[src/rtl/ft245_sync_ctrl.sv]
`timescale 1ns/1ps
// FT2232H 245-style synchronous FIFO bridge.
// RX: host bytes are packed little-endian into WIDTH-bit words for the RX FIFO.
// TX: TX FIFO words are unpacked LSB byte first onto the chip bus.
// Everything runs on the chip's 60 MHz CLKOUT.
module ft245_sync_ctrl #(
  parameter  int WIDTH = 64,
  localparam int BYTES = WIDTH / 8
) (
  input  logic             clk,
  input  logic             rst,
  input  logic             ft_rxf_n,
  input  logic             ft_txe_n,
  input  logic [7:0]       ft_din,
  output logic [7:0]       ft_dout,
  output logic             ft_doe,
  output logic             ft_oe_n,
  output logic             ft_rd_n,
  output logic             ft_wr_n,
  output logic             rx_wr,
  output logic [WIDTH-1:0] rx_data,
  input  logic             rx_full,
  output logic             tx_rd,
  input  logic [WIDTH-1:0] tx_data,
  input  logic             tx_empty
);

  localparam int            CW      = $clog2(BYTES + 1);
  localparam logic [CW-1:0] PK_LAST = CW'(BYTES - 1);
  localparam logic [CW-1:0] TX_FULL = CW'(BYTES);

  typedef enum logic [1:0] {IDLE, RX_TURN, RX, TX} state_t;

  state_t           state_q;
  logic             last_rx_q;   // last service granted was RX
  logic             run_q;       // low while in reset; keeps tx_rd quiet then
  logic [CW-1:0]    pk_cnt_q;
  logic [WIDTH-1:0] pk_sh_q;
  logic [WIDTH-1:0] pk_sh_d;
  logic [WIDTH-1:0] rx_data_q;
  logic             rx_pend_q;
  logic             fetch_q;     // tx_rd issued, word arrives on tx_data now
  logic [CW-1:0]    tx_cnt_q;
  logic [WIDTH-1:0] tx_sh_q;

  logic stall, rx_take, tx_live, tx_send, rx_ok, tx_ok, rx_wr_int, tx_rd_int;

  // rx_full is the RX FIFO's registered status flag; only the word-completing
  // byte is held back while a finished word still waits for space.
  assign stall     = rx_pend_q && rx_full && (pk_cnt_q == PK_LAST);
  assign rx_take   = (state_q == RX) && !stall && !ft_rxf_n;
  assign tx_live   = (tx_cnt_q != '0);
  assign tx_send   = (state_q == TX) && tx_live && !ft_txe_n;
  assign rx_ok     = !ft_rxf_n && !stall;
  assign tx_ok     = !ft_txe_n && tx_live;
  assign rx_wr_int = rx_pend_q && !rx_full;
  assign tx_rd_int = run_q && !tx_live && !fetch_q && !tx_empty;

  // Chip strobes decode from registered state and flags only.
  assign ft_oe_n = !((state_q == RX_TURN) || (state_q == RX));
  assign ft_rd_n = !((state_q == RX) && !stall);
  assign ft_wr_n = !((state_q == TX) && tx_live);
  assign ft_doe  = (state_q == TX);
  assign ft_dout = tx_sh_q[7:0];

  assign rx_wr   = rx_wr_int;
  assign rx_data = rx_data_q;
  assign tx_rd   = tx_rd_int;

  // Drop the incoming byte into the lane selected by the pack counter.
  always_comb begin
    pk_sh_d = pk_sh_q;
    for (int b = 0; b < BYTES; b++) begin
      if (pk_cnt_q == CW'(b)) pk_sh_d[8*b +: 8] = ft_din;
    end
  end

  // Bus arbitration: alternate RX/TX when both want the bus, RX first after reset.
  always_ff @(posedge clk or posedge rst) begin
    if (rst) begin
      state_q   <= IDLE;
      last_rx_q <= 1'b0;
    end else begin
      case (state_q)
        IDLE: begin
          if (rx_ok && (!tx_ok || !last_rx_q)) begin
            state_q   <= RX_TURN;
            last_rx_q <= 1'b1;
          end else if (tx_ok) begin
            state_q   <= TX;
            last_rx_q <= 1'b0;
          end
        end
        RX_TURN: state_q <= RX;
        RX: if (ft_rxf_n || stall) state_q <= IDLE;
        TX: if (ft_txe_n || (!tx_live && !fetch_q && !tx_rd_int)) state_q <= IDLE;
        default: state_q <= IDLE;
      endcase
    end
  end

  // RX packing, word hand-off to the holding register and pending flag.
  always_ff @(posedge clk or posedge rst) begin
    if (rst) begin
      pk_cnt_q  <= '0;
      pk_sh_q   <= '0;
      rx_data_q <= '0;
      rx_pend_q <= 1'b0;
    end else begin
      if (rx_wr_int) rx_pend_q <= 1'b0;
      if (rx_take) begin
        if (pk_cnt_q == PK_LAST) begin
          rx_data_q <= pk_sh_d;
          rx_pend_q <= 1'b1;
          pk_cnt_q  <= '0;
          pk_sh_q   <= '0;
        end else begin
          pk_sh_q   <= pk_sh_d;
          pk_cnt_q  <= pk_cnt_q + CW'(1);
        end
      end
    end
  end

  // TX fetch from the FIFO and byte-wise unpacking toward the chip.
  always_ff @(posedge clk or posedge rst) begin
    if (rst) begin
      run_q    <= 1'b0;
      fetch_q  <= 1'b0;
      tx_cnt_q <= '0;
      tx_sh_q  <= '0;
    end else begin
      run_q   <= 1'b1;
      fetch_q <= tx_rd_int;
      if (fetch_q) begin
        tx_sh_q  <= tx_data;
        tx_cnt_q <= TX_FULL;
      end else if (tx_send) begin
        tx_sh_q  <= tx_sh_q >> 8;
        tx_cnt_q <= tx_cnt_q - CW'(1);
      end
    end
  end

endmodule

[config.mk]
export PLATFORM = sky130hd
export DESIGN_NAME = ft245_sync_ctrl
export DESIGN_NICKNAME = d
export VERILOG_FILES = /design/src/rtl/ft245_sync_ctrl.sv
export SDC_FILE = /design/constraint.sdc
export NUM_CORES = 1
export LEC_CHECK = 0
export ABC_AREA = 1
export CORE_ASPECT_RATIO = 1.5
export CORE_MARGIN = 2
export CORE_UTILIZATION = 35
export CTS_BUF_LIST = sky130_fd_sc_hd__clkbuf_8
export CTS_CLUSTER_SIZE = 30
export DETAILED_ROUTE_END_ITERATION = 6
export PLACE_DENSITY_LB_ADDON = 0.1
export SETUP_SLACK_MARGIN = 0.05
export SLEW_MARGIN = 10
export SYNTH_ARGS = -nofsm -noshare
export SYNTH_HDL_FRONTEND = slang
export SYNTH_SLANG_ARGS = --single-unit
[constraint.sdc]
create_clock -name clk -period 8.9 [get_ports clk]
set_input_delay 1.78 -clock clk [delete_from_list [all_inputs] [get_ports clk]]
set_output_delay 1.78 -clock clk [all_outputs]
set_load 0.02 [all_outputs]
==> impl_metrics.env <==
export IMPL_outcome="finished, final reports clean"
export IMPL_cts_htree_levels=4
export IMPL_reg2reg_slack_ps=5770
export IMPL_critPathLaunch="rx_full"
export IMPL_cpMostUsedCell="clkdlybuf4s50_1"
export IMPL_diodes=0
export IMPL_routed_via_count=6794
export IMPL_path_cells="clkdlybuf4s50_1 > nand2_1 > inv_1 > nand3_2 > nand2_2 > clkdlybuf4s50_1"
export IMPL_max_freq_mhz=199
export IMPL_synth_xor_area_frac=0.00101
export IMPL_synth_main_ff_cell="dfrtp_1"
export IMPL_power_w=0.00327
export IMPL_syn_cell_area_mm2=0.00864
export IMPL_critical_path_buf_inv_count=3
export IMPL_power_leakage_nw=4.85
export IMPL_worstSetupStartpointType="input port"
export IMPL_synthAdderAreaFrac=0.0159
export IMPL_timing_final_crit_share=0.564
export IMPL_place_area_mm2=0.0103
export IMPL_synth_common_cells="dfrtp_1, nand2_1, inv_1, o21ai_0, o21ai_1"
export IMPL_arrival_ps=3240
export IMPL_ant_nets=0
export IMPL_holdPathEnd="rx_data[26]$_DFFE_PP0P_"
export IMPL_endpoint_kind="primary output"
export IMPL_insertion_delay_ps=470
export IMPL_ys_async_sr_fraction=1.00
export IMPL_hold_ws_ps=491
export IMPL_die_height_um=196
export IMPL_r2r_end="pk_cnt_q[0]$_DFFE_PP0P_"
export IMPL_synth_distinct_cells=29
export IMPL_finalHoldViolCount=0
export IMPL_route_met2_wl_mm=11.4
export IMPL_wl_per_cell_um=16.2
export IMPL_setup_viol=0
export IMPL_grt_overflow=0
export IMPL_min_period_ps=5020
export IMPL_cts_hold_buf=0
export IMPL_gp_congestion=0.735
export IMPL_dieArea_mm2=0.0260
export IMPL_cts_resized=0
export IMPL_synth_top_family_by_area="compound AO/OA/AOI/OAI gates"
export IMPL_final_cells=1406
export IMPL_tritoncts="built"
export IMPL_r2r_start="pk_cnt_q[0]$_DFFE_PP0P_"
export IMPL_drc=0
export IMPL_antenna_found_initial=0
export IMPL_final_setup_tns_ps=0
export IMPL_synth_seq_cells=198
export IMPL_synthSimpleGateAreaFrac=0.136
export IMPL_dp_cells=1376
export IMPL_design_area_mm2=0.0107
export IMPL_muxShareOfSynthArea=0
export IMPL_syn_avg_cell_area_um2=9.00
export IMPL_top_layer="met4"
export IMPL_fill_cells=2491
export IMPL_synth_nets=1049
export IMPL_clock_path_buffers=2
export IMPL_crit_path_top_delay_cell="clkdlybuf4s50_1"
export IMPL_synth_compound_area_frac=0.177
export IMPL_grt_pass1_vias=6838
export IMPL_coreArea_mm2=0.0243
export IMPL_final_max_slew_viol_count=0
export IMPL_crit_type="in -> out"
export IMPL_seq_area_frac_synth=0.573
export IMPL_cts_sinks=198
export IMPL_grt_setup_unrepaired="no"
export IMPL_synth_top_area_cell="dfrtp_1"
export IMPL_fin_skew_ps=17.3
export IMPL_clkSlewWorstSetupHoldPaths_ps=90
export IMPL_path_delay_family="buffers and inverters"
export IMPL_yosys_top_cells_area="dfrtp_1, nand2_1, o21ai_0"
export IMPL_worst_pin_slew_ps=1170
export IMPL_portBuffers=155
export IMPL_slowest_delay_ps=610
export IMPL_grt_pass1_wl_mm=37.4
export IMPL_drtIter0Drc=404
export IMPL_rr_worst_depth=7
export IMPL_die_w_um=132
export IMPL_yosysTopAreaCellShare=0.573
export IMPL_slew_headroom=0.221
export IMPL_grt_usage=0.183
export IMPL_holdPathStages=2
export IMPL_syn_to_final_growth_pct=23.5
export IMPL_initial_core_util=0.355
export IMPL_wl_met3_um=879
export IMPL_hp_start="rx_data[26]$_DFFE_PP0P_"
export IMPL_dpl_hpwl_mm=14.3
export IMPL_fin_nets=1160
export IMPL_syn_inst=960
export IMPL_ioPinCount=156
export IMPL_power_density_mw_per_mm2=306
export IMPL_wl_met1_mm=10.3
export IMPL_yosys_warnings=0
export IMPL_cts_post_setup_buffers_inserted=0
export IMPL_synth_edf_count=0
export IMPL_core_rowCount=70
export IMPL_clock_root_buffer="clkbuf_8"
export IMPL_worstPathMaxFanout=4
export IMPL_grt_max_degree=121
export IMPL_maxCapViolCount=0
export IMPL_synth_most_common_cell="dfrtp_1"
export IMPL_vdd_drop_max_mv=0.146
export IMPL_cts_buffers=17
export IMPL_min_path_type="reg -> reg"
export IMPL_drive_gt1_frac=0.0416
export IMPL_viasPerCell=4.83
export IMPL_routed_wl_mm=22.8
export IMPL_drt_first_pass_iters=5
export IMPL_crit_required_ps=7120
[how the worst max path moves through the flow]
stage / to / cells past startpoint
after CTS: ft_rd_n / 6
after floorplan: fetch_q$_DFF_PP0_ / 1
after detailed placement: ft_rd_n / 6
after global routing: ft_rd_n / 6
after global placement: ft_rd_n / 6
final: ft_rd_n / 6
[layer usage]
layer  GRT usage  up-vias
li1            -     3394
met1       0.238     3238
met2       0.311      150
met3      0.0391       12
met4      0.0450        0
met5           0        -
[where the power goes]
part	internal, W	leakage (nW)	switching [W]
clock	0.000234	0.174	0.000325
sequential	0.00125	2.62	0.000151
combinational	0.000553	2.06	0.000761
total	0.00203	4.85	0.00124
[logic make-up after synthesis]
family / Yosys count
fa+ha+maj: 11
buf+inv: 195
compound gates: 277
flops: 198
simple gates: 277
xor+xnor: 1
other cells: 1
[registers in the layout (all words and copies together) (netlist names), 2 cells and up]
register and cells:
rx_data 64, tx_sh_q 64, state_q 2, pk_sh_q 56, tx_cnt_q 4, pk_cnt_q 4
[worst reg2reg max path, delay by kind of cell, from the launching register on]
family,cells,cell delay (ps)
DFF,1,450
and+or+nand+nor,4,1210
adders and majority gates,1,340
AOI/OAI and AO/OA,1,410
buffers and inverters,1,610
[cells in the final DEF, fill, tap and decap left out, types with 3 or more instances in the layout]
cell type        instances
o22ai_1                 56
o21ai_0                 99
nand2_2                  3
o21ai_1                 66
o211ai_1                 7
ha_1                    11
nor2_1                  12
dfrtp_1                197
buf_4                    6
clkinvlp_4               5
nand2_1                187
clkdlybuf4s50_1        155
nand3b_1                 6
nand3_1                 23
a21oi_1                 33
a22o_1                   7
inv_1                  125
o311ai_0                 8
nor3_1                  40
clkbuf_8                19
[metrics by stage]
| step | util | setup slack, ps |
|---|---|---|
| floorplan | - | 1720 |
| global placement | 0.423 | 3900 |
| detailed placement | 0.423 | 3880 |
| CTS | 0.438 | 3880 |
| global route | 0.438 | 3780 |
| finish | 0.438 | 3880 |
[layout make-up]
class,count,area [µm²],share of cell area
clock buffers,19,262,0.0245
multi-input cells,567,2870,0.269
inverters,126,480,0.0450
repair buffers,161,1600,0.150
flip-flops and latches,198,4960,0.464
well taps,324,405,0.0380
clock inverters,11,103,0.00961
Note: power is estimated with default switching activity, not from simulation.
